--- config.mk ---
export PLATFORM = sky130hd
export DESIGN_NAME = ps2_host_tx
export DESIGN_NICKNAME = d
export VERILOG_FILES = /design/src/rtl/ps2_pkg.sv /design/src/rtl/ps2_line_sync.sv /design/src/rtl/ps2_host_tx.sv
export SDC_FILE = /design/constraint.sdc
export NUM_CORES = 1
export LEC_CHECK = 0
export ABC_AREA = 1
export ABC_CLOCK_PERIOD_IN_PS = 2400
export CORE_MARGIN = 4
export CORE_UTILIZATION = 59
export CTS_CLUSTER_SIZE = 10
export DETAILED_ROUTE_END_ITERATION = 10
export PLACE_DENSITY = 0.81
export SLEW_MARGIN = 20
export SYNTH_ARGS = -nofsm -noshare
export SYNTH_HDL_FRONTEND = slang
export SYNTH_HIERARCHICAL = 1
export SYNTH_SLANG_ARGS = --single-unit
--- constraint.sdc ---
create_clock -name clk -period 2.4 [get_ports clk]
set_clock_uncertainty 0.2 [all_clocks]
set_input_delay 0.36 -clock clk [delete_from_list [all_inputs] [get_ports clk]]
set_output_delay 0.36 -clock clk [all_outputs]
set_load 0.03 [all_outputs]
--- src/rtl/ps2_pkg.sv ---
// Shared PS/2 definitions: host-transmit FSM states, frame layout and common
// keyboard command bytes.
package ps2_pkg;

  typedef enum logic [2:0] {
    ST_IDLE     = 3'd0,
    ST_INHIBIT  = 3'd1,
    ST_REQ      = 3'd2,
    ST_SHIFT    = 3'd3,
    ST_ACK      = 3'd4,
    ST_WAIT_REL = 3'd5
  } ps2_state_e;

  localparam int         DATA_BITS  = 8;
  localparam logic [3:0] PARITY_IDX = 4'd8;
  localparam logic [3:0] STOP_IDX   = 4'd9;

  localparam logic [7:0] CMD_SET_LEDS = 8'hED;
  localparam logic [7:0] CMD_ENABLE   = 8'hF4;
  localparam logic [7:0] CMD_RESET    = 8'hFF;

  // Logic level of frame position idx after the start bit: data LSB first,
  // then parity, then the stop bit.
  function automatic logic frame_bit(input logic [7:0] data, input logic parity,
                                     input logic [3:0] idx);
    if (idx < 4'(DATA_BITS)) frame_bit = data[idx[2:0]];
    else if (idx == PARITY_IDX) frame_bit = parity;
    else frame_bit = 1'b1;
  endfunction

endpackage

--- src/rtl/ps2_line_sync.sv ---
// Synchronizes the raw PS/2 clock and data lines and flags falling edges of
// the synchronized clock. Shared with the receive path.
module ps2_line_sync #(
  parameter int SYNC_STAGES = 2
) (
  input  logic clk,
  input  logic reset_n,
  input  logic clk_in,
  input  logic dat_in,
  output logic clk_s,
  output logic dat_s,
  output logic clk_fall
);

  // SYNC_STAGES must be at least 2 for the shift concatenation below.
  logic [SYNC_STAGES-1:0] clk_sync_q, clk_sync_d;
  logic [SYNC_STAGES-1:0] dat_sync_q, dat_sync_d;
  logic                   clk_prev_q, clk_prev_d;

  always_comb begin
    clk_sync_d = {clk_sync_q[SYNC_STAGES-2:0], clk_in};
    dat_sync_d = {dat_sync_q[SYNC_STAGES-2:0], dat_in};
    clk_prev_d = clk_sync_q[SYNC_STAGES-1];
  end

  always_ff @(posedge clk or negedge reset_n) begin
    if (!reset_n) begin
      clk_sync_q <= '1;
      dat_sync_q <= '1;
      clk_prev_q <= 1'b1;
    end else begin
      clk_sync_q <= clk_sync_d;
      dat_sync_q <= dat_sync_d;
      clk_prev_q <= clk_prev_d;
    end
  end

  assign clk_s    = clk_sync_q[SYNC_STAGES-1];
  assign dat_s    = dat_sync_q[SYNC_STAGES-1];
  assign clk_fall = clk_prev_q & ~clk_s;

endmodule

--- src/rtl/ps2_host_tx.sv ---
// Host-to-device PS/2 transmitter: inhibit, request-to-send, device-clocked
// shift of start/data/parity/stop, then acknowledge check and line release.
module ps2_host_tx
  import ps2_pkg::*;
#(
  parameter int INHIBIT_CYCLES = 5000,
  parameter int TIMEOUT_CYCLES = 1000000,
  parameter int SYNC_STAGES    = 2
) (
  input  logic       clk,
  input  logic       reset_n,
  // Handshake: a byte moves when cmd_valid and cmd_ready are both high on a
  // rising clk edge; cmd_ready is high only in IDLE and nothing is queued.
  input  logic       cmd_valid,
  input  logic [7:0] cmd_data,
  output logic       cmd_ready,
  input  logic       ps2_clk_in,
  input  logic       ps2_dat_in,
  output logic       ps2_clk_oe,
  output logic       ps2_dat_oe,
  output logic       busy,
  output logic       tx_done,
  output logic       tx_err,
  output ps2_state_e state_dbg
);

  localparam int CNT_MAX = (INHIBIT_CYCLES > TIMEOUT_CYCLES) ? INHIBIT_CYCLES : TIMEOUT_CYCLES;
  localparam int CNT_W   = $clog2(CNT_MAX + 1);

  ps2_state_e state_q, state_d;
  logic [CNT_W-1:0] cnt_q, cnt_d;
  logic [3:0]       idx_q, idx_d;
  logic [7:0]       data_q, data_d;
  logic             par_q, par_d;
  logic             clk_oe_q, clk_oe_d;
  logic             dat_oe_q, dat_oe_d;
  logic             ack_ok_q, ack_ok_d;
  logic             tx_done_q, tx_done_d;
  logic             tx_err_q, tx_err_d;

  logic clk_s, dat_s, clk_fall;

  ps2_line_sync #(.SYNC_STAGES(SYNC_STAGES)) u_sync (
    .clk      (clk),
    .reset_n  (reset_n),
    .clk_in   (ps2_clk_in),
    .dat_in   (ps2_dat_in),
    .clk_s    (clk_s),
    .dat_s    (dat_s),
    .clk_fall (clk_fall)
  );

  logic timed_state, timeout;
  assign timed_state = (state_q == ST_SHIFT) || (state_q == ST_ACK) || (state_q == ST_WAIT_REL);
  assign timeout     = timed_state && !clk_fall && (cnt_q == CNT_W'(TIMEOUT_CYCLES - 1));

  always_comb begin
    state_d   = state_q;
    cnt_d     = cnt_q;
    idx_d     = idx_q;
    data_d    = data_q;
    par_d     = par_q;
    clk_oe_d  = clk_oe_q;
    dat_oe_d  = dat_oe_q;
    ack_ok_d  = ack_ok_q;
    tx_done_d = 1'b0;
    tx_err_d  = 1'b0;

    if (timed_state) cnt_d = clk_fall ? '0 : cnt_q + CNT_W'(1);

    case (state_q)
      ST_IDLE: begin
        if (cmd_valid) begin
          data_d   = cmd_data;
          par_d    = ~^cmd_data;
          idx_d    = 4'd0;
          cnt_d    = '0;
          clk_oe_d = 1'b1;
          dat_oe_d = 1'b0;
          ack_ok_d = 1'b0;
          state_d  = ST_INHIBIT;
        end
      end
      ST_INHIBIT: begin
        if (cnt_q == CNT_W'(INHIBIT_CYCLES - 1)) begin
          dat_oe_d = 1'b1;
          state_d  = ST_REQ;
        end else begin
          cnt_d = cnt_q + CNT_W'(1);
        end
      end
      ST_REQ: begin
        clk_oe_d = 1'b0;
        cnt_d    = '0;
        state_d  = ST_SHIFT;
      end
      ST_SHIFT: begin
        if (clk_fall) begin
          dat_oe_d = ~frame_bit(data_q, par_q, idx_q);
          if (idx_q == STOP_IDX) state_d = ST_ACK;
          else idx_d = idx_q + 4'd1;
        end
      end
      ST_ACK: begin
        if (clk_fall) begin
          ack_ok_d = ~dat_s;
          tx_err_d = dat_s;
          state_d  = ST_WAIT_REL;
        end
      end
      ST_WAIT_REL: begin
        if (clk_s && dat_s) begin
          tx_done_d = ack_ok_q;
          state_d   = ST_IDLE;
        end
      end
      default: state_d = ST_IDLE;
    endcase

    // A frame whose ack already failed does not report a second error.
    if (timeout && !(state_q == ST_WAIT_REL && clk_s && dat_s)) begin
      clk_oe_d  = 1'b0;
      dat_oe_d  = 1'b0;
      tx_done_d = 1'b0;
      tx_err_d  = !(state_q == ST_WAIT_REL && !ack_ok_q);
      state_d   = ST_IDLE;
    end
  end

  always_ff @(posedge clk or negedge reset_n) begin
    if (!reset_n) begin
      state_q   <= ST_IDLE;
      cnt_q     <= '0;
      idx_q     <= 4'd0;
      data_q    <= 8'h00;
      par_q     <= 1'b0;
      clk_oe_q  <= 1'b0;
      dat_oe_q  <= 1'b0;
      ack_ok_q  <= 1'b0;
      tx_done_q <= 1'b0;
      tx_err_q  <= 1'b0;
    end else begin
      state_q   <= state_d;
      cnt_q     <= cnt_d;
      idx_q     <= idx_d;
      data_q    <= data_d;
      par_q     <= par_d;
      clk_oe_q  <= clk_oe_d;
      dat_oe_q  <= dat_oe_d;
      ack_ok_q  <= ack_ok_d;
      tx_done_q <= tx_done_d;
      tx_err_q  <= tx_err_d;
    end
  end

  assign cmd_ready  = (state_q == ST_IDLE);
  assign busy       = (state_q != ST_IDLE);
  assign ps2_clk_oe = clk_oe_q;
  assign ps2_dat_oe = dat_oe_q;
  assign tx_done    = tx_done_q;
  assign tx_err     = tx_err_q;
  assign state_dbg  = state_q;

endmodule

==> summary.md <==
| Metric | Value |
|---|---|
| Status | completed |
| Largest net degree at the start of global routing | 25 |
| Clock Tree Buf Depth | 2 |
| Slew @ Worst Pin | 523.8 ps |
| Pwr dens | 955.0 nW/um2 |
| Hold path cells | 0 |
| Peak VDD IR | 0.7187 mV |
| FF+latch count, synth | 46 |
| Root Driver | clkbuf_8 |
| Minimum clock period | 2119 ps |
| Sequential share of power | 33.0% |
| FF+latch area | 1159 um2 |
| Worst r2r path cells | 10 |
| Top cells by area, synth | dfrtp_1 34%, nand2_1 16%, nand3_1 8.6%, inv_1 4.5%, dfstp_2 4.4% |
| Arrival time worst endpoint | 1560 ps |
| Post-Syn Area | 3013 um2 |
| Worst Path Max Fanout | 7 |
| Max Slew Vio Count | 0 |
| Final #Nets | 453 |
| Die area | 6314 um2 |
| Fin Setup TNS | 0 ps |
| Tot GR Track Use | 23.91% |
| H-tree depth | 2 |
| Internal | 1753 uW |
| Max_slew headroom | 65.08% |
| FMAX | 0.4720 GHz |
| Most frequent cells in the layout | 130 x nand2_1, 52 x nand3_1, 40 x dfrtp_1, 36 x inv_1, 33 x nor2_1 |
| Syn_nets | 424 |
| Number of global-route vias before repair | 2659 |
| Final period utilization | 88.27% |
| Worst-skew pair later-pin latency | 300 ps |
| Final ANT Viol Nets | 0 |
| Hpwl dp | 5.328 mm |
| CP required | 1840 ps |
| Die height | 79.46 um |
| Area Growth Syn to Fin | 13.16% |
| Final wirelength | 7.061 mm |
| Starting density of the core | 62.14% |
| Main synth FF type | dfrtp_1 |
| Placed Cells | 495 |
| Switching Power | 1503 uW |
| Iteration-0 DRC Markers | 264 |
| Final Instance Count excl. Fillers | 504 |
| LEAKAGE | 0.001625 uW |
| Syn_area_per_cell | 7.403 um2 |
| Placement Setup Slack | 299.3 ps |
| PortBufs | 21 |
| Clock Power Share | 17.9% |
| IO Pins | 22 |
| CTS Buf Count | 5 |
| Combinational share of power | 49.1% |
| Crit path kind | flip-flop to primary output |
| Core Area | 4848 um2 |
| # rows | 25 |
| Drt drc | 0 |
| CTS Sinks | 46 |
| TritonCTS clock tree | yes |
| DR vias/cell | 5.500 |
| Via count | 2772 |
| Area share of the largest cell type after synthesis | 34.05% |
| Yosys warnings | 6 |
| Dominant cell type by area after synthesis | dfrtp_1 |
| Sequential area share after synthesis | 38.41% |
| RSZ-0062 raised after global routing | false |
| Worst min path class | flip-flop to flip-flop |
| Clock slew at reported path FFs | 80 ps |
| Antenna cells | 0 |
| Area of the multi-input gates | 1620 um2 |
| Critical path capture point type | primary output |
| Die extent in x | 79.46 um |
| Cells after synthesis | 407 |
| First-pass GRT wire length | 11.85 mm |
| Wire per inst | 14.01 um |
| R2r setup slk | 340 ps |
| MaxCap Viol Count | 0 |
| Gpl congestion | 0.9692 |
| Number of synthesized flops with an enable pin | 0 |
| Switching share of total power | 46.15% |
| Initial antenna violation count | 0 |
| Setup Viol. Count Final | 0 |
| Final WS setup | 281.5 ps |
| Layout cells sized above 1 | 15.79% |
| Critical path startpoint category | flip-flop |
| Cell variety after synth | 36 |
| Commonest non-fill, non-tap cell in the layout | nand2_1 |
| Drt pass-1 iters | 5 |
| Async set-reset flop share out of synthesis | 100.0% |
| Layout fillers | 406 |
| GRT overflow | 0 |
| Final Hold Viols | 0 |
-- state kept, by name (all words and copies together), names as in the netlist --
signal             flops
cnt_q                 20
data_q                 8
idx_q                  4
state_dbg              3
u_sync/clk_sync_q      2
u_sync/dat_sync_q      2
ack_ok_q               1
par_q                  1
ps2_clk_oe             1
ps2_dat_oe             1
tx_done                1
tx_err                 1
u_sync/clk_prev_q      1
-- area by class of cell --
type / instances / share of cell area (%)
multi-input cells: 308 / 47.52
flip-flops and latches: 46 / 33.98
repair buffers: 27 / 7.450
inverters: 48 / 5.358
well taps: 67 / 2.459
clock buffers: 6 / 2.128
clock inverters: 2 / 1.101
-- critical path: stages (launching register included) --
cell,delay (ps)
dfrtp_2,470
inv_2,120
nand2_2,100
nor2_8,150
dlygate4sd2_1,420
-- cell usage after synthesis, types with 2 or more instances --
library cell / instances
a21oi_1: 6
a31oi_1: 2
nor2_1: 33
nand2_2: 10
nor3_1: 8
inv_2: 10
nand4_1: 5
ha_1: 4
dfrtp_1: 41
o21ai_0: 5
dfstp_2: 5
inv_1: 36
nor2_8: 2
nand3_2: 4
nand2_1: 130
o21ai_1: 6
o21ai_2: 8
nand3_1: 52
nor2_2: 5
xor2_1: 4
buf_6: 4
nand2_4: 4
xnor2_1: 10
-- stage by stage --
step	power, uW	instance area (um2)	util (%)	hold slack (ps)
CTS	3256	3406	70.25	159.5
detailed placement	2670	3287	67.79	147.2
global route	3486	3410	70.32	166.6
global placement	2636	3287	67.79	145.9
finish	3256	3410	70.32	159.6
floorplan	2282	3013	-	-135.6
-- repair_timing --
item	4_1_cts	5_1_grt
setup buffers	0	0
resized for setup	1	2
hold buffers	1	0
setup endpoints to repair	1	1
endpoints found under the hold margin	21	0
-- logic make-up after synthesis --
family / Yosys count / share of synthesized area, %
XOR/XNOR: 14 / 4.070
buffers and inverters: 53 / 7.807
AND/OR/NAND/NOR: 257 / 40.61
AO/OA/AOI/OAI: 33 / 7.434
adder cells (fa/ha/maj): 4 / 1.661
flip-flops: 46 / 38.41
-- power by group through the flow --
stage | logic (uW) | clock network [uW] | registers (uW)
floorplan | 1140 | 0 | 1140
global placement | 1560 | 0 | 1080
detailed placement | 1590 | 0 | 1080
CTS | 1600 | 588 | 1070
global route | 1770 | 624 | 1100
finish | 1600 | 582 | 1070
-- per-layer routing --
| layer | global-route usage (%) | wire length, um | vias up |
|---|---|---|---|
| li1 | - | - | 1362 |
| met1 | 29.33 | 2958 | 1296 |
| met2 | 41.49 | 3575 | 96 |
| met3 | 4.628 | 400 | 18 |
| met4 | 8.763 | 126 | 0 |
| met5 | 0 | 0 | - |
-- path summary, 6_finish.rpt --
| check | from | to |
|---|---|---|
| min | u_sync/clk_sync_q[0]$_DFF_PN1_ | u_sync/clk_sync_q[1]$_DFF_PN1_ |
| max in group asynchronous | reset_n | u_sync/clk_sync_q[1]$_DFF_PN1_ |
| min reg2reg | u_sync/clk_sync_q[0]$_DFF_PN1_ | u_sync/clk_sync_q[1]$_DFF_PN1_ |
| max reg2reg | cnt_q[0]$_DFF_PN0_ | cnt_q[11]$_DFF_PN0_ |
| max | state_dbg[1]$_DFFE_PN0P_ | cmd_ready |
| min in group asynchronous | reset_n | cnt_q[14]$_DFF_PN0_ |
(Power assumes the default switching activity.)
